### src/rtl/uart_tx_cfg_pkg.sv
// Shared constants and types for the configurable UART transmitter.
package uart_tx_cfg_pkg;

  // Clocks-per-bit divisors for a 12 MHz system clock
  localparam int unsigned B115200 = 104;
  localparam int unsigned B57600  = 208;
  localparam int unsigned B38400  = 313;
  localparam int unsigned B19200  = 625;
  localparam int unsigned B9600   = 1250;
  localparam int unsigned B4800   = 2500;
  localparam int unsigned B2400   = 5000;
  localparam int unsigned B1200   = 10000;
  localparam int unsigned B600    = 20000;
  localparam int unsigned B300    = 40000;

  // Parity modes
  localparam int unsigned PAR_NONE = 0;
  localparam int unsigned PAR_ODD  = 1;
  localparam int unsigned PAR_EVEN = 2;

  // Transmitter FSM states
  typedef enum logic [2:0] {
    ST_IDLE  = 3'd0,
    ST_START = 3'd1,
    ST_DATA  = 3'd2,
    ST_PAR   = 3'd3,
    ST_STOP  = 3'd4
  } tx_state_t;

  // Clocks from accept edge to ready for one frame
  function automatic int unsigned frame_clocks(input int unsigned baud,
                                               input int unsigned dbits,
                                               input int unsigned par,
                                               input int unsigned sbits);
    return baud * (1 + dbits + ((par != PAR_NONE) ? 1 : 0) + sbits);
  endfunction

  // Counter width that never collapses to zero bits
  function automatic int unsigned width_min1(input int unsigned v);
    return (v <= 1) ? 1 : $clog2(v);
  endfunction

endpackage

### src/rtl/uart_tx_cfg_baudgen_ena.sv
// Bit-period enable generator: one-cycle tick on the last clock of every bit period.
module baudgen_ena
  import uart_tx_cfg_pkg::*;
#(
  parameter int unsigned BAUD = B115200
) (
  input  logic clk,
  input  logic rstn,
  input  logic clear,
  output logic tick
);

  localparam int unsigned CW = width_min1(BAUD);

  logic [CW-1:0] r_cnt;
  logic          r_tick;

  // Bit-period counter: restarts on clear, reloads explicitly at terminal count
  always_ff @(posedge clk or negedge rstn) begin
    if (!rstn) begin
      r_cnt <= '0;
    end else if (clear || (r_cnt == CW'(BAUD - 1))) begin
      r_cnt <= '0;
    end else begin
      r_cnt <= r_cnt + CW'(1);
    end
  end

  // Tick registered one count early so it is high during the last clock of the period
  always_ff @(posedge clk or negedge rstn) begin
    if (!rstn) begin
      r_tick <= 1'b0;
    end else begin
      r_tick <= !clear && (r_cnt == CW'(BAUD - 2));
    end
  end

  assign tick = r_tick;

endmodule

### src/rtl/uart_tx_cfg.sv
// Configurable UART transmitter with optional auto-repeat of the last latched byte.
module uart_tx_cfg
  import uart_tx_cfg_pkg::*;
#(
  parameter int unsigned BAUD      = B115200,
  parameter int unsigned DATA_BITS = 8,
  parameter int unsigned PARITY    = PAR_NONE,
  parameter int unsigned STOP_BITS = 1,
  parameter int unsigned PERIOD    = 0
) (
  input  logic                 clk,
  input  logic                 rstn,
  input  logic                 start,
  input  logic [DATA_BITS-1:0] data,
  output logic                 tx,
  output logic                 ready,
  output logic                 busy
);

  localparam int unsigned BW = $clog2(DATA_BITS + 1);

  tx_state_t            r_state;
  tx_state_t            w_state_nxt;
  logic [DATA_BITS-1:0] r_shift;
  logic [DATA_BITS-1:0] w_shift_nxt;
  logic [BW-1:0]        r_bit;
  logic [BW-1:0]        w_bit_nxt;
  logic                 r_stop;
  logic                 w_stop_nxt;
  logic                 r_par;
  logic                 r_tx;
  logic                 w_tx_nxt;
  logic                 r_ready;
  logic                 r_busy;
  logic                 w_tick;
  logic                 w_accept;
  logic                 w_accept_ext;
  logic                 w_rep_due;

  // Bit timing, phase-aligned to every accept edge
  baudgen_ena #(
    .BAUD (BAUD)
  ) u_baudgen (
    .clk   (clk),
    .rstn  (rstn),
    .clear (w_accept),
    .tick  (w_tick)
  );

  // State, datapath and output registers
  always_ff @(posedge clk or negedge rstn) begin
    if (!rstn) begin
      r_state <= ST_IDLE;
      r_shift <= '0;
      r_bit   <= '0;
      r_stop  <= 1'b0;
      r_tx    <= 1'b1;
      r_ready <= 1'b1;
      r_busy  <= 1'b0;
    end else begin
      r_state <= w_state_nxt;
      r_shift <= w_shift_nxt;
      r_bit   <= w_bit_nxt;
      r_stop  <= w_stop_nxt;
      r_tx    <= w_tx_nxt;
      r_ready <= (w_state_nxt == ST_IDLE);
      r_busy  <= (w_state_nxt != ST_IDLE);
    end
  end

  // Parity of the byte latched by an external accept; repeats reuse it
  always_ff @(posedge clk or negedge rstn) begin
    if (!rstn) begin
      r_par <= 1'b0;
    end else if (w_accept_ext) begin
      r_par <= (PARITY == PAR_ODD) ? ~^data : ^data;
    end
  end

  // Next-state, shift register rotation and next line value
  always_comb begin
    w_state_nxt  = r_state;
    w_shift_nxt  = r_shift;
    w_bit_nxt    = r_bit;
    w_stop_nxt   = r_stop;
    w_accept     = 1'b0;
    w_accept_ext = 1'b0;
    w_tx_nxt     = 1'b1;

    case (r_state)
      ST_IDLE: begin
        if (start) begin
          w_accept     = 1'b1;
          w_accept_ext = 1'b1;
          w_shift_nxt  = data;
          w_bit_nxt    = '0;
          w_stop_nxt   = 1'b0;
          w_state_nxt  = ST_START;
        end else if (w_rep_due) begin
          w_accept    = 1'b1;
          w_bit_nxt   = '0;
          w_stop_nxt  = 1'b0;
          w_state_nxt = ST_START;
        end
      end
      ST_START: begin
        if (w_tick) begin
          w_bit_nxt   = '0;
          w_state_nxt = ST_DATA;
        end
      end
      ST_DATA: begin
        if (w_tick) begin
          // Rotate so the byte is intact again after the last bit, ready for a repeat
          w_shift_nxt = {r_shift[0], r_shift[DATA_BITS-1:1]};
          if (r_bit == BW'(DATA_BITS - 1)) begin
            w_bit_nxt   = '0;
            w_stop_nxt  = 1'b0;
            w_state_nxt = (PARITY != PAR_NONE) ? ST_PAR : ST_STOP;
          end else begin
            w_bit_nxt = r_bit + BW'(1);
          end
        end
      end
      ST_PAR: begin
        if (w_tick) begin
          w_stop_nxt  = 1'b0;
          w_state_nxt = ST_STOP;
        end
      end
      ST_STOP: begin
        if (w_tick) begin
          if (r_stop == 1'(STOP_BITS - 1)) begin
            w_stop_nxt  = 1'b0;
            w_state_nxt = ST_IDLE;
          end else begin
            w_stop_nxt = r_stop + 1'b1;
          end
        end
      end
      default: begin
        w_state_nxt = ST_IDLE;
      end
    endcase

    case (w_state_nxt)
      ST_START: w_tx_nxt = 1'b0;
      ST_DATA:  w_tx_nxt = w_shift_nxt[0];
      ST_PAR:   w_tx_nxt = r_par;
      default:  w_tx_nxt = 1'b1;
    endcase
  end

  if (PERIOD > 0) begin : g_rep
    localparam int unsigned FRAME = frame_clocks(BAUD, DATA_BITS, PARITY, STOP_BITS);
    localparam int unsigned P_EFF = (PERIOD < FRAME) ? FRAME : PERIOD;
    localparam int unsigned TW    = $clog2(P_EFF + 1);

    logic          r_armed;
    logic [TW-1:0] r_tmr;

    // Repeat timer: restarts at every accept, holds at terminal count until the repeat is taken
    always_ff @(posedge clk or negedge rstn) begin
      if (!rstn) begin
        r_armed <= 1'b0;
        r_tmr   <= '0;
      end else if (w_accept) begin
        r_armed <= 1'b1;
        r_tmr   <= '0;
      end else if (r_armed && (r_tmr != TW'(P_EFF - 1))) begin
        r_tmr <= r_tmr + TW'(1);
      end
    end

    assign w_rep_due = r_armed && (r_tmr == TW'(P_EFF - 1));
  end else begin : g_norep
    assign w_rep_due = 1'b0;
  end

  assign tx    = r_tx;
  assign ready = r_ready;
  assign busy  = r_busy;

endmodule
### config.mk
export PLATFORM = sky130hd
export DESIGN_NAME = uart_tx_cfg
export DESIGN_NICKNAME = d
export VERILOG_FILES = /design/src/rtl/uart_tx_cfg_pkg.sv /design/src/rtl/uart_tx_cfg_baudgen_ena.sv /design/src/rtl/uart_tx_cfg.sv
export SDC_FILE = /design/constraint.sdc
export NUM_CORES = 1
export LEC_CHECK = 0
export BUFFER_PORTS_ARGS = -buffer_cell sky130_fd_sc_hd__buf_4
export CAP_MARGIN = 20
export CORE_MARGIN = 10
export CORE_UTILIZATION = 40
export DETAILED_ROUTE_END_ITERATION = 12
export PLACE_DENSITY = 0.56
export SYNTH_ARGS = -nofsm -noshare
export SYNTH_HDL_FRONTEND = slang
export SYNTH_HIERARCHICAL = 1
export SYNTH_SLANG_ARGS = --single-unit
### constraint.sdc
create_clock -name clk -period 5.45 [get_ports clk]
set_clock_uncertainty 0.15 [all_clocks]
set_input_delay 1.09 -clock clk [delete_from_list [all_inputs] [get_ports clk]]
set_output_delay 1.09 -clock clk [all_outputs]
set_load 0.02 [all_outputs]
==> report_table.html <==
<table>
<tr><th>Metric</th><th>Value</th></tr>
<tr><th colspan="2">Synthesis</th></tr>
<tr><td>Number of synthesized register bits</td><td>27</td></tr>
<tr><td>Leading area contributor after synthesis</td><td>sky130_fd_sc_hd__dfrtp_1</td></tr>
<tr><td>Post-synthesis average cell area</td><td>11.0 um^2</td></tr>
<tr><td>Share of synthesized area occupied by flip-flops and latches</td><td>52.4%</td></tr>
<tr><td>Post-synthesis cell type count</td><td>36</td></tr>
<tr><td>Most frequently used cell type in the post-synthesis netlist</td><td>sky130_fd_sc_hd__dfrtp_1</td></tr>
<tr><td>Area fraction of the dominant cell type after synthesis</td><td>48.3%</td></tr>
<tr><td>Cell types with the largest area share after synthesis</td><td>sky130_fd_sc_hd__dfrtp_1 48%, sky130_fd_sc_hd__a222oi_1 6.2%, sky130_fd_sc_hd__xnor2_1 5.4%, sky130_fd_sc_hd__inv_1 4.3%, sky130_fd_sc_hd__dfstp_2 4.1%</td></tr>
<tr><td>Mapped Area</td><td>1290 um^2</td></tr>
<tr><td>Most instantiated cells after synthesis</td><td>25 x sky130_fd_sc_hd__dfrtp_1, 15 x sky130_fd_sc_hd__inv_1, 8 x sky130_fd_sc_hd__a222oi_1, 8 x sky130_fd_sc_hd__nor2_1, 8 x sky130_fd_sc_hd__xnor2_1</td></tr>
<tr><td>Post-synthesis async set-or-reset flop share</td><td>100%</td></tr>
<tr><td>Net count after synthesis</td><td>approximately 130</td></tr>
<tr><td>Count of yosys warnings during synthesis</td><td>6</td></tr>
<tr><td>Commonest register cell after synthesis</td><td>sky130_fd_sc_hd__dfrtp_1</td></tr>
<tr><td>Count of flip-flops with a built-in enable after synthesis</td><td>0</td></tr>
<tr><td>Cells after Synth</td><td>around 120</td></tr>
<tr><th colspan="2">Run</th></tr>
<tr><td>Number of max-cap violations</td><td>0</td></tr>
<tr><th colspan="2">Setup path</th></tr>
<tr><td>Reg-to-reg slack, setup</td><td>3.56 ns</td></tr>
<tr><td>Largest stage delay on the critical path</td><td>between 0.5 and 0.6 ns</td></tr>
<tr><td>Critical Setup Path Class</td><td>reg2out</td></tr>
<tr><td>Cell type of the slowest stage on the worst timing path</td><td>sky130_fd_sc_hd__dfstp_2</td></tr>
<tr><td>Arrival @ worst endpoint</td><td>0.98 ns</td></tr>
<tr><td>Required time at the worst-slack endpoint</td><td>4.21 ns</td></tr>
<tr><td>Critical path depth</td><td>1</td></tr>
<tr><td>Family with the most delay on the worst path</td><td>flip-flops</td></tr>
<tr><td>CP Capture Type</td><td>primary output</td></tr>
<tr><td>Cell-by-cell listing of the critical path</td><td>buf_4</td></tr>
<tr><td>Highest net fanout along the worst path</td><td>1</td></tr>
<tr><td>Depth of the worst register-to-register path</td><td>5</td></tr>
<tr><td>Crit path buffers/inverters</td><td>1</td></tr>
<tr><td>Critical Path Start Type</td><td>register</td></tr>
<tr><th colspan="2">Timing</th></tr>
<tr><td># setup viols final</td><td>0</td></tr>
<tr><td>Pin slew with the least headroom to its limit</td><td>0.492 ns</td></tr>
<tr><td>Maximum clock rate</td><td>450 MHz</td></tr>
<tr><td>Unrepaired setup endpoints after global routing</td><td>false</td></tr>
<tr><td>Ratio of final minimum period to clock period</td><td>40.8%</td></tr>
<tr><td>Setup TNS</td><td>0 ns</td></tr>
<tr><td>Worst max-slew margin expressed relative to the limit</td><td>around two thirds</td></tr>
<tr><td>Max-slew violation total from the final report</td><td>0</td></tr>
<tr><td>Final hold violations</td><td>0</td></tr>
<tr><td>Min Clock Period, post-route</td><td>roughly 2.2 ns</td></tr>
<tr><th colspan="2">Layout</th></tr>
<tr><td>Storage element area</td><td>678 um^2</td></tr>
<tr><td>Area taken by multi-input logic gates</td><td>about 550 um^2</td></tr>
<tr><td>Nets</td><td>148</td></tr>
<tr><td>Count of fill cells added during filler insertion</td><td>around 330</td></tr>
<tr><td>Number of standard cells in the final layout excluding fillers</td><td>between 150 and 200</td></tr>
<tr><td>Synth-to-Final Area Change</td><td>13.2%</td></tr>
<tr><td>Fraction of layout instances using a drive strength above 1</td><td>18.0%</td></tr>
<tr><td>Diodes inserted</td><td>0</td></tr>
<tr><th colspan="2">Drt</th></tr>
<tr><td>Post-DR wirelength/cell</td><td>14.0 um</td></tr>
<tr><td>Overall routed net length</td><td>between 2000 and 2500 um</td></tr>
<tr><td>Residual DRC</td><td>0</td></tr>
<tr><td>Detailed-route via count</td><td>930</td></tr>
<tr><td>Via density per instance</td><td>5.25</td></tr>
<tr><td>Drt first-iter violations</td><td>between 90 and 100</td></tr>
<tr><td>Antenna violation net count after detailed routing</td><td>0</td></tr>
<tr><td>First drt pass iteration count</td><td>6</td></tr>
<tr><th colspan="2">Die</th></tr>
<tr><td>X dimension of the die</td><td>76.9 um</td></tr>
<tr><td>Die span in y</td><td>76.9 um</td></tr>
<tr><td>Starting density of the core</td><td>42.1%</td></tr>
<tr><td>Floorplan die area</td><td>5910 um^2</td></tr>
<tr><td>Row Count</td><td>20</td></tr>
<tr><td>I/O pin count</td><td>14</td></tr>
<tr><td>Std-Cell Core Area</td><td>roughly 3100 um^2</td></tr>
<tr><th colspan="2">Clock network</th></tr>
<tr><td>CTS tree</td><td>built</td></tr>
<tr><td>Number of instances resized during post-cts repair</td><td>0</td></tr>
<tr><td>H-tree depth</td><td>1</td></tr>
<tr><td>TritonCTS Buffers</td><td>3</td></tr>
<tr><td>Clk Latency, worst-skew pair</td><td>about 0.32 ns</td></tr>
<tr><td>Root Driver</td><td>sky130_fd_sc_hd__clkbuf_4</td></tr>
<tr><td>Clock buffer depth</td><td>2</td></tr>
<tr><td>Clock transition at path regs</td><td>0.13 ns</td></tr>
<tr><td>Hold_buf cts</td><td>0</td></tr>
<tr><td>Number of sinks on the clock net</td><td>27</td></tr>
<tr><td>Postcts setup bufs</td><td>0</td></tr>
<tr><th colspan="2">Worst hold path</th></tr>
<tr><td>Path type of the worst min-delay path</td><td>reg2reg</td></tr>
<tr><td>Hold path cells</td><td>1</td></tr>
<tr><th colspan="2">Global route</th></tr>
<tr><td>Overall fraction of global-route tracks in use</td><td>8.44%</td></tr>
<tr><td>Met1 routing resource usage after global routing</td><td>10.1%</td></tr>
<tr><td>Number of global-route vias before repair</td><td>922</td></tr>
<tr><td>Largest net degree at the start of global routing</td><td>28</td></tr>
<tr><td>Global-route wire length before repair</td><td>4150 um</td></tr>
<tr><td>GRT overflow</td><td>0</td></tr>
<tr><td>GRT met2 Usage</td><td>13.3%</td></tr>
<tr><td>Met3 Use GR</td><td>2.56%</td></tr>
<tr><td>Initial antenna violation count</td><td>0</td></tr>
<tr><td>Most used routing layer</td><td>met2</td></tr>
<tr><th colspan="2">Power and ir drop</th></tr>
<tr><td>Pwr/cell area</td><td>319 nW/um^2</td></tr>
<tr><td>Maximum vdd ir drop</td><td>0.000200 V</td></tr>
<tr><td>Lkg Pwr</td><td>0.000672 uW</td></tr>
<tr><th colspan="2">Place</th></tr>
<tr><td>Detailed Place HPWL</td><td>1800 um</td></tr>
<tr><td>Number of placed instances with taps included</td><td>172</td></tr>
<tr><td>GPL Wtd Cong</td><td>approximately 0.8</td></tr>
<tr><td>Quantity of I/O buffers inserted on ports</td><td>13</td></tr>
<tr><th colspan="2">Outcome</th></tr>
<tr><td>Status</td><td>completed</td></tr>
</table>
[path summary, 6_finish.rpt]
| kind | end | start |
|---|---|---|
| worst max-delay path | ready | ready$_DFF_PN1_ |
| worst min-delay path | u_baudgen/r_cnt[0]$_DFF_PN0_ | u_baudgen/r_cnt[0]$_DFF_PN0_ |
| worst max register to register | busy$_DFF_PN0_ | r_bit[0]$_DFFE_PN0P_ |
| worst min register to register | u_baudgen/r_cnt[0]$_DFF_PN0_ | u_baudgen/r_cnt[0]$_DFF_PN0_ |
| max in group asynchronous | tx$_DFF_PN1_ | rstn |
| min in group asynchronous | r_bit[0]$_DFFE_PN0P_ | rstn |
[layout make-up]
| type | count | area share, % |
|---|---|---|
| Sequential cell | 27 | 46.2 |
| Multi-Input combinational cell | 73 | 37.2 |
| Clock buffer | 4 | 1.79 |
| Tap cell | 44 | 3.75 |
| Timing Repair Buffer | 14 | 7.17 |
| Inverter | 15 | 3.84 |
[where the power goes]
group          switching, uW  internal, uW  total [uW]
Clock                   57.3          28.6        85.9
Combinational           50.7          53.6         104
Sequential              34.5           243         278
Total                    142           325         468
[metrics by stage]
stage	utilization (%)	hold slack, ns	worst slack (ns)	cell area (um^2)	power (uW)
finish	47.6	0.336	3.23	1470	468
CTS	47.4	0.343	3.04	1460	473
global route	47.6	0.388	3.18	1470	503
global placement	46.5	0.320	2.71	1430	383
floorplan	-	0.303	3.24	1290	352
detailed placement	46.5	0.324	2.70	1430	387
[kinds of logic after synthesis]
group | after synthesis | share of synthesized area (%)
adder cells (fa/ha/maj) | 3 | 2.90
XOR/XNOR | 10 | 6.76
flip-flops | 27 | 52.4
buffers and inverters | 18 | 5.99
AO/OA/AOI/OAI | 26 | 16.5
AND/OR/NAND/NOR | 33 | 14.3
multiplexers | 1 | 1.16
[layer usage]
layer,up-vias,wire [um]
li1,458,-
met1,459,1160
met2,13,1250
met3,0,70
met4,0,0
met5,-,0
[cells in the final DEF (no fill, tap or decap), types with 2 or more instances in the layout]
master	instances
sky130_fd_sc_hd__nor2_1	8
sky130_fd_sc_hd__a21oi_1	4
sky130_fd_sc_hd__or3_1	3
sky130_fd_sc_hd__dfrtp_1	25
sky130_fd_sc_hd__buf_4	14
sky130_fd_sc_hd__o2bb2ai_1	2
sky130_fd_sc_hd__o21ai_0	2
sky130_fd_sc_hd__xnor2_1	8
sky130_fd_sc_hd__inv_1	15
sky130_fd_sc_hd__a22o_1	2
sky130_fd_sc_hd__nand3_1	3
sky130_fd_sc_hd__clkbuf_4	3
sky130_fd_sc_hd__nand2_1	4
sky130_fd_sc_hd__dfstp_2	2
sky130_fd_sc_hd__a222oi_1	8
sky130_fd_sc_hd__nor3b_1	2
sky130_fd_sc_hd__nor3_1	2
sky130_fd_sc_hd__a31oi_1	2
sky130_fd_sc_hd__nand3b_1	2
sky130_fd_sc_hd__xor2_1	2
sky130_fd_sc_hd__ha_1	3
[flip-flops by register name, indices dropped and copies added (netlist names)]
signal,count
u_baudgen/tick,1
r_state,3
u_baudgen/r_cnt,7
r_par,1
r_shift,8
busy,1
ready,1
tx,1
r_bit,4
Power figures use the tool's default switching activity.
